==> src/rtl/trap_ctrl.sv <==
// rtl/trap_ctrl.sv - machine-mode trap/mret sequencer with redirect and flush window
module trap_ctrl #(
    parameter int FLUSH_CYCLES = 2
) (
    input  logic        clk_i,
    input  logic        rstn_i,
    input  logic        stallM_i,
    input  logic        instr_validM_i,
    input  logic [31:0] pcM_i,
    input  logic        exc_validM_i,
    input  logic [4:0]  exc_causeM_i,
    input  logic        mretM_i,
    input  logic [2:0]  irq_pending_i,
    input  logic        mstatus_mie_i,
    input  logic [1:0]  priv_lvl_i,
    input  logic [31:0] mtvec_i,
    input  logic [31:0] mepc_i,
    output logic        is_trap_o,
    output logic [31:0] mcause_o,
    output logic [31:0] exc_pc_o,
    output logic        csr_mret_o,
    output logic        redirect_valid_o,
    output logic [31:0] redirect_pc_o,
    output logic        flush_o,
    output logic        busy_o
);

    localparam int CW = $clog2(FLUSH_CYCLES + 1);

    typedef enum logic {
        IDLE,
        FLUSH
    } state_t;

    state_t        state;
    logic [CW-1:0] cnt;

    logic        irq_en;
    logic        irq_take;
    logic        accept;
    logic [4:0]  irq_code;
    logic [31:0] base;
    logic [31:0] irq_target;

    assign irq_en   = (priv_lvl_i != 2'b11) | mstatus_mie_i;
    assign irq_take = irq_en & (|irq_pending_i) & instr_validM_i;
    assign accept   = (state == IDLE) & ~stallM_i & instr_validM_i;
    assign base     = {mtvec_i[31:2], 2'b00};

    // Pick the highest-priority pending interrupt code and its handler address
    always_comb begin
        irq_code = 5'd0;
        if (irq_pending_i[2]) begin
            irq_code = 5'd11;
        end else if (irq_pending_i[0]) begin
            irq_code = 5'd3;
        end else if (irq_pending_i[1]) begin
            irq_code = 5'd7;
        end
        irq_target = base;
        if (mtvec_i[1:0] == 2'b01) begin
            irq_target = base + {25'd0, irq_code, 2'b00};
        end
    end

    // Event acceptance, strobe generation and the post-redirect flush countdown
    always_ff @(posedge clk_i or negedge rstn_i) begin
        if (!rstn_i) begin
            state            <= IDLE;
            cnt              <= '0;
            is_trap_o        <= 1'b0;
            mcause_o         <= 32'd0;
            exc_pc_o         <= 32'd0;
            csr_mret_o       <= 1'b0;
            redirect_valid_o <= 1'b0;
            redirect_pc_o    <= 32'd0;
            flush_o          <= 1'b0;
            busy_o           <= 1'b0;
        end else begin
            case (state)
                IDLE: begin
                    if (accept && (irq_take || exc_validM_i || mretM_i)) begin
                        state            <= FLUSH;
                        cnt              <= CW'(FLUSH_CYCLES);
                        redirect_valid_o <= 1'b1;
                        flush_o          <= 1'b1;
                        busy_o           <= 1'b1;
                        if (irq_take) begin
                            is_trap_o     <= 1'b1;
                            mcause_o      <= {1'b1, 26'd0, irq_code};
                            exc_pc_o      <= pcM_i;
                            redirect_pc_o <= irq_target;
                        end else if (exc_validM_i) begin
                            is_trap_o     <= 1'b1;
                            mcause_o      <= {1'b0, 26'd0, exc_causeM_i};
                            exc_pc_o      <= pcM_i;
                            redirect_pc_o <= base;
                        end else begin
                            csr_mret_o    <= 1'b1;
                            redirect_pc_o <= mepc_i;
                        end
                    end
                end
                FLUSH: begin
                    // The strobe cycle does not consume the countdown, so flush
                    // stays high for the strobe cycle plus FLUSH_CYCLES more.
                    is_trap_o        <= 1'b0;
                    csr_mret_o       <= 1'b0;
                    redirect_valid_o <= 1'b0;
                    if (!redirect_valid_o) begin
                        if (cnt == CW'(1)) begin
                            state   <= IDLE;
                            cnt     <= '0;
                            flush_o <= 1'b0;
                            busy_o  <= 1'b0;
                        end else begin
                            cnt <= cnt - CW'(1);
                        end
                    end
                end
                default: begin
                    state <= IDLE;
                end
            endcase
        end
    end

endmodule

==> config.mk <==
export PLATFORM = sky130hd
export DESIGN_NAME = trap_ctrl
export DESIGN_NICKNAME = d
export VERILOG_FILES = /design/src/rtl/trap_ctrl.sv
export SDC_FILE = /design/constraint.sdc
export NUM_CORES = 1
export LEC_CHECK = 0
export BUFFER_PORTS_ARGS = -buffer_cell sky130_fd_sc_hd__buf_4
export CORE_MARGIN = 5
export CORE_UTILIZATION = 40
export CTS_CLUSTER_SIZE = 8
export DETAILED_ROUTE_END_ITERATION = 10
export PLACE_DENSITY = 0.71
export SYNTH_ARGS = -nofsm -noshare
export SYNTH_HDL_FRONTEND = slang
export SYNTH_SLANG_ARGS = --single-unit
==> constraint.sdc <==
create_clock -name clk_i -period 5.5 [get_ports clk_i]
set_clock_uncertainty 0.2 [all_clocks]
set_input_delay 1.1 -clock clk_i [delete_from_list [all_inputs] [get_ports clk_i]]
set_output_delay 1.1 -clock clk_i [all_outputs]
set_load 0.03 [all_outputs]
=== Word level (Yosys, flattened, before mapping) ===
Index checks and enable logic that the tools add are counted.

* Register bits after elaboration: 103
* Output and inout port bits: 101

* Add/subtract/negate cells: 2
* Equality and inequality tests: 9
* Multiplexer cells: 31
* Bitwise gates (word level): 7
* Reduce and logical (&&, ||, !) cells: 11

{| class="wikitable"
|+ Operators by type and width
! kind !! number
|-
| two-way mux 32 bit || 7
|-
| adder 32 x 7 -> 32 bit || 1
|-
| two-way mux 1 bit || 12
|-
| case mux 1 bit (2 select lines) || 5
|-
| AND reduction 3 bit || 3
|-
| != test 2 bit (second input constant) || 4
|-
| two-way mux 2 bit || 3
|-
| two-way mux 3 bit || 2
|-
| AND reduction 2 bit || 3
|-
| two-way mux 5 bit || 1
|-
| bitwise AND 1 bit || 4
|-
| equality test 2 x 1 -> 1 bit (second input constant) || 2
|-
| != test 2 x 1 -> 1 bit (second input constant) || 2
|-
| case mux 2 bit (2 select lines) || 1
|-
| != test 3 bit (second input constant) || 1
|-
| OR reduction 3 bit || 1
|-
| logical OR 1 bit || 2
|-
| inverter 1 bit || 2
|-
| nonzero test 2 bit || 1
|-
| subtractor 2 x 1 -> 2 bit (second input constant) || 1
|-
| logical AND 1 bit || 1
|-
| OR 1 bit || 1
|}

=== Logic depth before layout (Yosys ltp) ===
Gate-level depths: netlist of run 1.

* Word-level depth: 9
* Depth in mapped cells: 11

=== Worst setup path after synthesis of run 1 ===
Ideal clock, no wire load.

* Path kind: input -> register
* From: input irq_pending_i[2]
* To: register redirect_pc_o[20]
* Setup time: 0.122 ns
* Arrival: 3.132 ns
* Data required time: 5.178 ns
* Setup slack: 2.046 ns
* Stages on the path: 10
* Cell sequence: or3_1 -> buf_6 -> ha_1 -> inv_1 -> fa_1 -> nor2b_1 -> o311a_1 -> and3_1 -> or3_1 -> a32o_1

* Word-level cells in the longest chain between the ends: 7
* Elaborated cells on any way between the ends: 11

{| class="wikitable"
|+ Ends and longest elaborated chain
! what !! RTL line !! RTL
|-
| start: declaration || 13 || <nowiki>input logic [2:0] irq_pending_i,</nowiki>
|-
| branches (longest 7 deep; another with adder 32 x 7 -> 32 bit) || n/a ||
|-
| end signal: assignment || 92 || <nowiki>redirect_pc_o <= irq_target;</nowiki>
|-
| end signal: assignment || 97 || <nowiki>redirect_pc_o <= base;</nowiki>
|-
| end signal: assignment || 100 || <nowiki>redirect_pc_o <= mepc_i;</nowiki>
|-
| end: declaration || 23 || <nowiki>output logic [31:0] redirect_pc_o,</nowiki>
|}

Several ways; the timed one is not identified.
A chain may end at the register's enable or synchronous reset.

=== Final worst setup path of run 1 ===
Ends and elaborated chain as after synthesis.

==> impl_results.md, run 1 <==
- HP Class: flip-flop to flip-flop
- Max VDD drop: ~0.29 mV
- Final net count: slightly above 700
- Sum Neg Setup Slack: 0 ns
- Initial antenna violation count: 0
- Final setup viols: 0
- Die ar.: 0.0133 mm^2
- Post-Syn Area per Cell: roughly 10 um^2
- Post-synth EDFFs: 0
- Number of vias per cell: around 5.3
- Crit path top cell by count: or3_1
- Initial DRC Count: around 220
- Htree depth: 3
- Gr usage total: between 10% and 20%
- Effective utilization at floorplan: between 40% and 50%
- Total CTS buffers: 9
- Worst setup SP type: primary input
- Dominant cell type by area after synthesis: dfrtp_1
- Synth Cell Area: 0.00443 mm^2
- Commonest non-fill, non-tap cell in the layout: buf_4
- CP arrival: approximately 3.8 ns
- Post-CTS sizing: 0
- Asr flop ratio synth: 100%
- Crit path buf inv count: 2
- Count of input and output buffers: ~190
- Synth top area cells: dfrtp_1, mux2_2, buf_4
- Largest net degree at the start of global routing: slightly below 80
- Largest stage delay on the critical path: ~0.57 ns
- Status: finished, final reports clean
- RSZ-0062 raised after global routing: no
- Setup WS post-layout: around 1.8 ns
- Max-slew violations: 0
- Tcrit/Tclk final: 67.7%
- Slew headroom: about 18%
- Post-CTS Hold Buffers: 0
- DR pass1 iterations: 4
- Register area share after synthesis: a little over two fifths
- Final Wtd Congestion: around 0.8
- Commonest non-fill, non-tap cells in the layout: buf_4, dfrtp_1, mux2_2
- Setup slack at placement: between 1 and 1.5 ns
- CP max-delay cell: or3_1
- Total Routed Length: approximately 14000 um
- Area of the multi-input gates: between 0.002 and 0.0025 mm^2
- Clock sink count: between 70 and 80
- Power Dens Cells: ~500 mW/mm^2
- Crit path cell chain: buf_4, or3_1, ha_1, inv_1, fa_1, nor2b_1, o311a_1, and3_1, or3_1, a32o_1
- Overflow after GRT: 0
- Root buffer cell: clkbuf_8
- Tightest Pin Transition: approximately 1.2 ns
- Final Critical Period: roughly 3.7 ns
- Final antenna-violating net count: 0
- Top FF cell, synth: dfrtp_1
- Final hold slack: just under 0.3 ns
- First-pass GRT wire length: roughly 21000 um
- Total chip power: just under 3 mW
- Register Area: roughly 0.0019 mm^2
- Fillers: 989
- Fmax: 0.269 GHz
- FF+latch count, synth: between 70 and 80
- Post-route DRC: 0
- CORE AREA: around 0.011 mm^2
- Critical path peak fanout: 15
- Post-CTS setup buffers: 0
- I/O Pins: approximately 210
- Number of global-route vias before repair: between 3000 and 4000
- Antenna cells: 0
- Leak: approximately 2.8 nW
- Routed vias: between 3000 and 4000
- Clock buffer depth: 2
- Detailed placement HPWL: around 10000 um
- Area Overhead vs Synth: 34.4%
- Kind of critical path: primary input to flip-flop
- Layout cells sized above 1: between 40% and 50%
- Syn Inst Count: ~430
- Worst path required time: between 5 and 6 ns
- Rows: 38
- CTS tree: built
- Chip height: 115 um
- Worst-Skew Late Latency: about 0.35 ns
- Die X: ~120 um
- Synth cell types: 58
- Max Cap Viol: 0
- Dominant delay contributor by cell family on the critical path: simple AND/OR/NAND/NOR gates
- Routed len/inst: 18.3 um
- Synth top area share: 43.5%
- Final hold vios: 0
- CTS clk-pin slew, worst paths: 0.10 ns
- Critical Path End Type: flip-flop
- Synthesis Warnings: 0
==> synthesized netlist by cell type (2+ instances only) <==
cell type  number
buf_2          13
mux2_2         28
nor3_1         15
and4_1          5
buf_6           8
o221a_2         4
ha_1            5
dfrtp_1        77
o21ai_1         2
a31o_2          3
o21ai_0        12
and3_1         11
a21oi_1        11
nor2b_1         4
clkbuf_1        5
nor2_1         23
o31ai_1         4
a22o_1          2
a211oi_1        3
nor4_1          2
nand2_1        23
a21o_1          2
mux2i_1        16
a221o_1        11
a31oi_1         6
and2_1          5
xnor2_1        16
a32oi_1         3
o22ai_1         4
nand4_1        20
mux2_1          4
or3_1           3
a311oi_1        2
xor2_1          3
buf_4          28
nand3_1         9
inv_1          12
==> routing by layer <==
| metal | up-vias | share of wire, % | global-route usage, % |
|---|---|---|---|
| met4 | 0 | 1.3 | 5.16 |
| met1 | 1850 | 42 | 26.4 |
| met3 | 16 | 9.6 | 4.79 |
| met2 | 193 | 47 | 32.3 |
| met5 | - | 0 | 0 |
| li1 | 1861 | - | - |
==> kinds of logic (layout without fill, tap and decap cells) <==
logic type / Yosys count / in the layout / synth area share [%]
compound gates: 82 / 82 / 14.3
simple gates: 126 / 126 / 15.1
other cells: 1 / 26 / 0.0847
buf+inv: 66 / 217 / 9.69
flops: 77 / 77 / 43.5
fa+ha+maj: 6 / 6 / 1.86
mux: 48 / 48 / 11.8
xor+xnor: 19 / 19 / 3.76
==> area by class of cell <==
class                      instances  area share (%)
tap                              140            2.94
clock buffer                      12            2.78
inverter                          12           0.757
sequential                        77            32.4
multi-input combinational        307            36.4
clock inverter                     4           0.883
timing repair buffer             189            23.8
==> flip-flops by register name (all words and copies together) (netlist names) <==
register          flops
is_trap_o             1
csr_mret_o            1
state                 1
cnt                   2
busy_o                1
exc_pc_o             32
redirect_pc_o        32
mcause_o              6
redirect_valid_o      1
==> metrics by stage <==
step | cell area (um^2) | cells | utilization, %
final | 5950 | 741 | 54.9
after global routing | 5950 | 741 | 54.9
after global placement | 5730 | 725 | 52.9
after detailed placement | 5730 | 725 | 52.9
after CTS | 5950 | 741 | 54.9
after floorplan | 4520 | 450 | -
==> power by group <==
group	internal (mW)	switching [mW]
logic	0.607	0.914
clock network	0.250	0.215
registers	0.835	0.160
==> path summary, 6_finish.rpt <==
check,start,to,slack (ns),cells after the start
max,irq_pending_i[2],redirect_pc_o[20]$_DFFE_PN0P_,1.78,10
min,redirect_pc_o[7]$_DFFE_PN0P_,redirect_pc_o[7]$_DFFE_PN0P_,0.29,2
max reg2reg,state$_DFF_PN0_,redirect_pc_o[26]$_DFFE_PN0P_,2.91,5
min reg2reg,redirect_pc_o[7]$_DFFE_PN0P_,redirect_pc_o[7]$_DFFE_PN0P_,0.29,2
max in group asynchronous,rstn_i,redirect_pc_o[11]$_DFFE_PN0P_,3.74,1
min in group asynchronous,rstn_i,exc_pc_o[22]$_DFFE_PN0P_,0.71,1
==> worst register-to-register path, cell delays in order (launching register included) <==
cell,delay [ns]
dfrtp_1,0.45
nor2_1,0.19
and2_1,0.23
or2b_2,0.67
a2111oi_0,0.60
a211oi_1,0.10
Power figures use the tool's default switching activity.
==> run 2: changes to the inputs <==
- clock period: 5.5 -> 3.8 ns (I/O delays scaled with it)
==> run 2 against run 1 <==
Via count is 2.2% higher. Clock power is 14% higher. Critical path depth stayed put. Highest routed layer unchanged. Setup slack worse by 0.99 ns. Critical endpoint unchanged. Cell count is 0.67% higher. Non-clock buffer count is 6 higher. First-iteration DRC count is 6.9% lower. Critical path type unchanged. Global-route usage is 0.27 points lower. Sequential cell count stayed put.
==> impl_results.md, run 2 (same netlist as run 1, synthesis figures left out) <==
- CORE AREA: between 0.01 and 0.015 mm^2
- Total CTS buffers: 9
- Final hold vios: 0
- Sum Neg Setup Slack: 0 ns
- Fmax: 0.331 GHz
- Kind of critical path: primary input to flip-flop
- Crit path buf inv count: 2
- Max Cap Viol: 0
- Worst-Skew Late Latency: about 0.36 ns
- Count of input and output buffers: 187
- Root buffer cell: clkbuf_8
- Area Overhead vs Synth: 34.0%
- Tcrit/Tclk final: 79.4%
- Die ar.: between 0.01 and 0.015 mm^2
- DR pass1 iterations: 5
- Crit path top cell by count: or3_1
- Antenna cells: 0
- Post-route DRC: 0
- Final core utilization: around 55%
- Slew headroom: ~35%
- Number of global-route vias before repair: a little under 4000
- Largest net degree at the start of global routing: 78
- Total Routed Length: approximately 14000 um
- Routed vias: 4007
- Rows: 38
- Leak: about 2.8 nW
- Final Critical Period: around 3.0 ns
- Commonest non-fill, non-tap cell in the layout: buf_4
- Chip height: 115 um
- Tightest Pin Transition: 0.968 ns
- Final net count: a little over 700
- CTS tree: built
- Post-CTS sizing: 0
- CP max-delay cell: o311a_1
- Initial DRC Count: around 200
- Die X: around 120 um
- Max-slew violations: 0
- Gr usage total: 19.5%
- Htree depth: 3
- Final antenna-violating net count: 0
- Routed len/inst: approximately 18 um
- Overflow after GRT: 0
- Detailed placement HPWL: ~10000 um
- Number of vias per cell: 5.37
- CTS clk-pin slew, worst paths: approximately 0.080 ns
- Effective utilization at floorplan: about two fifths
- Worst setup SP type: primary input
- Top Registers: exc_pc_o x32, redirect_pc_o x32, mcause_o x6
- Clock sink count: 77
- Critical Path End Type: flip-flop
- Final setup viols: 0
- Post-CTS setup buffers: 0
- Post-CTS Hold Buffers: 0
- HP Class: flip-flop to flip-flop
- Clock buffer depth: 2
- Dominant delay contributor by cell family on the critical path: simple AND/OR/NAND/NOR gates
- Total chip power: 4.18 mW
- Initial antenna violation count: 0
- Crit path cell chain: buf_4, or3_1, ha_1, inv_1, fa_1, nor2b_1, o311a_1, and3_1, or3_1, a32o_1
- Commonest non-fill, non-tap cells in the layout: buf_4, dfrtp_1, mux2_2
- Largest stage delay on the critical path: 0.43 ns
- I/O Pins: between 200 and 250
- Layout cells sized above 1: between 40% and 50%
- RSZ-0062 raised after global routing: no
- Final Wtd Congestion: ~0.8
- Status: finished, final reports clean
- Critical path peak fanout: 10
- Max VDD drop: around 0.47 mV
- CP arrival: 3.06 ns
- Power Dens Cells: 704 mW/mm^2
- Worst path required time: 3.84 ns
- First-pass GRT wire length: around 20000 um
[run 2: metrics by stage]
stage | hold WS, ns | setup WS, ns | cells | cell area, um^2
floorplan | 0.264 | 0.686 | 450 | 4520
global placement | 0.266 | 0.488 | 731 | 5780
detailed placement | 0.272 | 0.428 | 731 | 5780
CTS | 0.290 | 0.804 | 746 | 5940
global route | 0.311 | 0.676 | 746 | 5940
finish | 0.287 | 0.782 | 746 | 5940
[run 2: cell type report]
| type | instances | area [um^2] |
|---|---|---|
| clock inverter | 4 | 26.3 |
| clock buffer | 11 | 131 |
| multi-input combinational | 307 | 2170 |
| inverter | 12 | 45.0 |
| tap | 140 | 175 |
| timing repair buffer | 195 | 1460 |
| sequential | 77 | 1930 |
| fill | 1007 | 4900 |
[run 2: routing by layer]
layer | wire, um | vias up | global-route usage, %
li1 | - | 1868 | -
met1 | 5670 | 1919 | 25.4
met2 | 6380 | 206 | 31.9
met3 | 1370 | 14 | 5.74
met4 | 120 | 0 | 4.85
met5 | 0 | - | 0
[run 2: final timing paths]
check | cells after the start | slack, ns | from | endpoint
setup / recovery | 10 | 0.78 | irq_pending_i[2] | redirect_pc_o[20]$_DFFE_PN0P_
hold / removal | 2 | 0.29 | redirect_pc_o[8]$_DFFE_PN0P_ | redirect_pc_o[8]$_DFFE_PN0P_
setup reg to reg | 5 | 1.31 | state$_DFF_PN0_ | redirect_pc_o[18]$_DFFE_PN0P_
hold reg to reg | 2 | 0.29 | redirect_pc_o[8]$_DFFE_PN0P_ | redirect_pc_o[8]$_DFFE_PN0P_
max in group asynchronous | 1 | 2.42 | rstn_i | state$_DFF_PN0_
min in group asynchronous | 1 | 0.36 | rstn_i | exc_pc_o[22]$_DFFE_PN0P_
[run 2: tightest hold or removal path, cell delays in order, from the launching register on]
cell,delay [ns]
dfrtp_1,0.35
nand2_1,0.05
o31ai_1,0.05
[run 2: power breakdown]
group / leakage (nW) / internal [mW] / switching [mW]
combinational: 1.83 / 0.885 / 1.32
clock: 0.0792 / 0.233 / 0.297
sequential: 0.924 / 1.21 / 0.231
total: 2.84 / 2.33 / 1.85
==> run 3: changes to the inputs <==
- PLACE_DENSITY: 0.71 -> 0.74
- clock period: 3.8 -> 2.5 ns (I/O delays scaled with it)
==> run 3 against run 2 <==
Sequential power rose by 51%. Combinational power rose by 57%. Via count rose by 2.7%. Sequential share of layout area fell by 2.3 points. Die area did not move. Utilization rose by 4.2 points. Clock power rose by 80%.
==> impl_results.md, run 3 (same netlist as run 1, synthesis figures left out) <==
- Final hold slack: between 0.15 and 0.2 ns
- Tightest Pin Transition: roughly 1.1 ns
- Final Wtd Congestion: 0.886
- Htree depth: 3
- Number of global-route vias before repair: slightly above 4000
- Power Dens Cells: just over 1000 mW/mm^2
- Detailed placement HPWL: between 10000 and 15000 um
- Initial DRC Count: between 200 and 250
- Max-slew violations: 0
- Leak: about 3 nW
- Total chip power: around 6.6 mW
- Clock sink count: 77
- Initial antenna violation count: 0
- Final Critical Period: roughly 2.5 ns
- Placed cell count: approximately 760
- I/O Pins: 214
- Root buffer cell: clkbuf_8
- Die X: around 120 um
- Critical Path Source: irq_pending_i[1]
- Critical Path End Type: flip-flop
- Final antenna-violating net count: 0
- Hold Crit Start: pcM_i[22]
- Overflow after GRT: 0
- Chip height: 115 um
- Number of vias per cell: 5.28
- Largest net degree at the start of global routing: 53
- Max Cap Viol: 0
- Worst path required time: 2.55 ns
- DRT met1 WL: around 5700 um
- Effective utilization at floorplan: between 40% and 50%
- CTS clk-pin slew, worst paths: about 0.080 ns
- Met2 WL post-DR: between 6000 and 7000 um
- Worst-Skew Late Latency: ~0.36 ns
- CP arrival: 2.52 ns
- CORE AREA: about 0.011 mm^2
- Worst setup SP type: primary input
- Routed vias: about 4100
- Tcrit/Tclk final: slightly below 100%
- DR pass1 iterations: 4
- Fmax: approximately 0.4 GHz
- HP Class: primary input to flip-flop
- Area Overhead vs Synth: 44.3%
- Status: finished, final reports clean
- Die ar.: 0.0133 mm^2
- Commonest non-fill, non-tap cell in the layout: buf_4
- Critical path peak fanout: 5
- Top Registers: exc_pc_o x32, redirect_pc_o x32, mcause_o x6
- Final net count: 754
- Final setup viols: 0
- Rows: 38
- Max VDD drop: roughly 0.64 mV
- CTS tree: built
- First-pass GRT wire length: about 21000 um
- Final hold vios: 0
- Routed len/inst: ~18 um
- Total CTS buffers: 9
- Detail Route met3 WL: 1360 um
- Post-route DRC: 0
- Total Routed Length: about 14000 um
- Antenna cells: 0
- Kind of critical path: primary input to flip-flop
- Commonest non-fill, non-tap cells in the layout: buf_4, dfrtp_1, mux2_2
- Count of input and output buffers: 187
- Layout cells sized above 1: 46.4%
- Gr usage total: 20.1%
- Clock buffer depth: 2
- Slew headroom: between 20% and 30%
- Top routing layer in use: met4
- FF-to-FF setup slack: ~0.17 ns
- RR Startpoint: state$_DFF_PN0_
- Fin cells: 780
- RSZ-0062 raised after global routing: yes
==> run 3: final timing paths <==
kind / endpoint / cells past startpoint
setup / recovery: redirect_pc_o[20]$_DFFE_PN0P_ / 10
hold / removal: exc_pc_o[22]$_DFFE_PN0P_ / 2
setup reg to reg: exc_pc_o[20]$_DFFE_PN0P_ / 4
hold reg to reg: redirect_pc_o[9]$_DFFE_PN0P_ / 2
max in group asynchronous: exc_pc_o[23]$_DFFE_PN0P_ / 3
min in group asynchronous: redirect_pc_o[3]$_DFFE_PN0P_ / 2
==> run 3: worst max-delay path, cell delays in order <==
cell     delay [ns]
buf_6          0.09
or3_4          0.41
ha_4           0.18
inv_2          0.05
fa_2           0.19
nor2b_1        0.05
o311a_4        0.34
and3_4         0.16
or3_1          0.30
a32o_1         0.22
==> run 3: stage by stage <==
stage	area, um^2	setup WS (ns)	util [%]	TNS [ns]
6_report	6390	0.0363	59.0	0
5_1_grt	6390	-0.00446	59.0	-0.00498
4_1_cts	6300	-0.00511	58.1	-0.00511
3_5_place_dp	6070	-0.519	56.0	-17.37
3_3_place_gp	6070	-0.463	56.0	-12.24
2_1_floorplan	4560	-0.313	-	-3.04
==> run 3: where the power goes <==
| part | total [mW] | internal (mW) | leakage, nW | switching, mW |
|---|---|---|---|---|
| clock network | 0.955 | 0.486 | 0.106 | 0.469 |
| logic | 3.47 | 1.43 | 2.02 | 2.05 |
| registers | 2.18 | 1.84 | 0.924 | 0.340 |
==> run 3: routing by layer <==
| metal | vias up | track usage (%) |
|---|---|---|
| met5 | - | 0 |
| met4 | 0 | 7.82 |
| met3 | 22 | 4.63 |
| met2 | 207 | 33.3 |
| met1 | 1938 | 25.6 |
| li1 | 1950 | - |
==> run 3: final cells by class <==
class                           instances  area [um^2]
Tap cell                              140          175
Fill cell                             959         4450
Multi-Input combinational cell        307         2260
Timing Repair Buffer                  228         1780
Clock inverter                          6         62.6
Clock buffer                           10          138
Inverter                               12         45.0
Sequential cell                        77         1930
==> run 3: what timing repair did <==
item | in CTS | in global routing
setup endpoints to repair | 17 | 47
gates cloned | 0 | 1
hold endpoints to repair | 25 | 0
hold buffers | 1 | 0
buffers inserted | 0 | 1
gates resized for setup | 4 | 9
pin swaps | 1 | 6
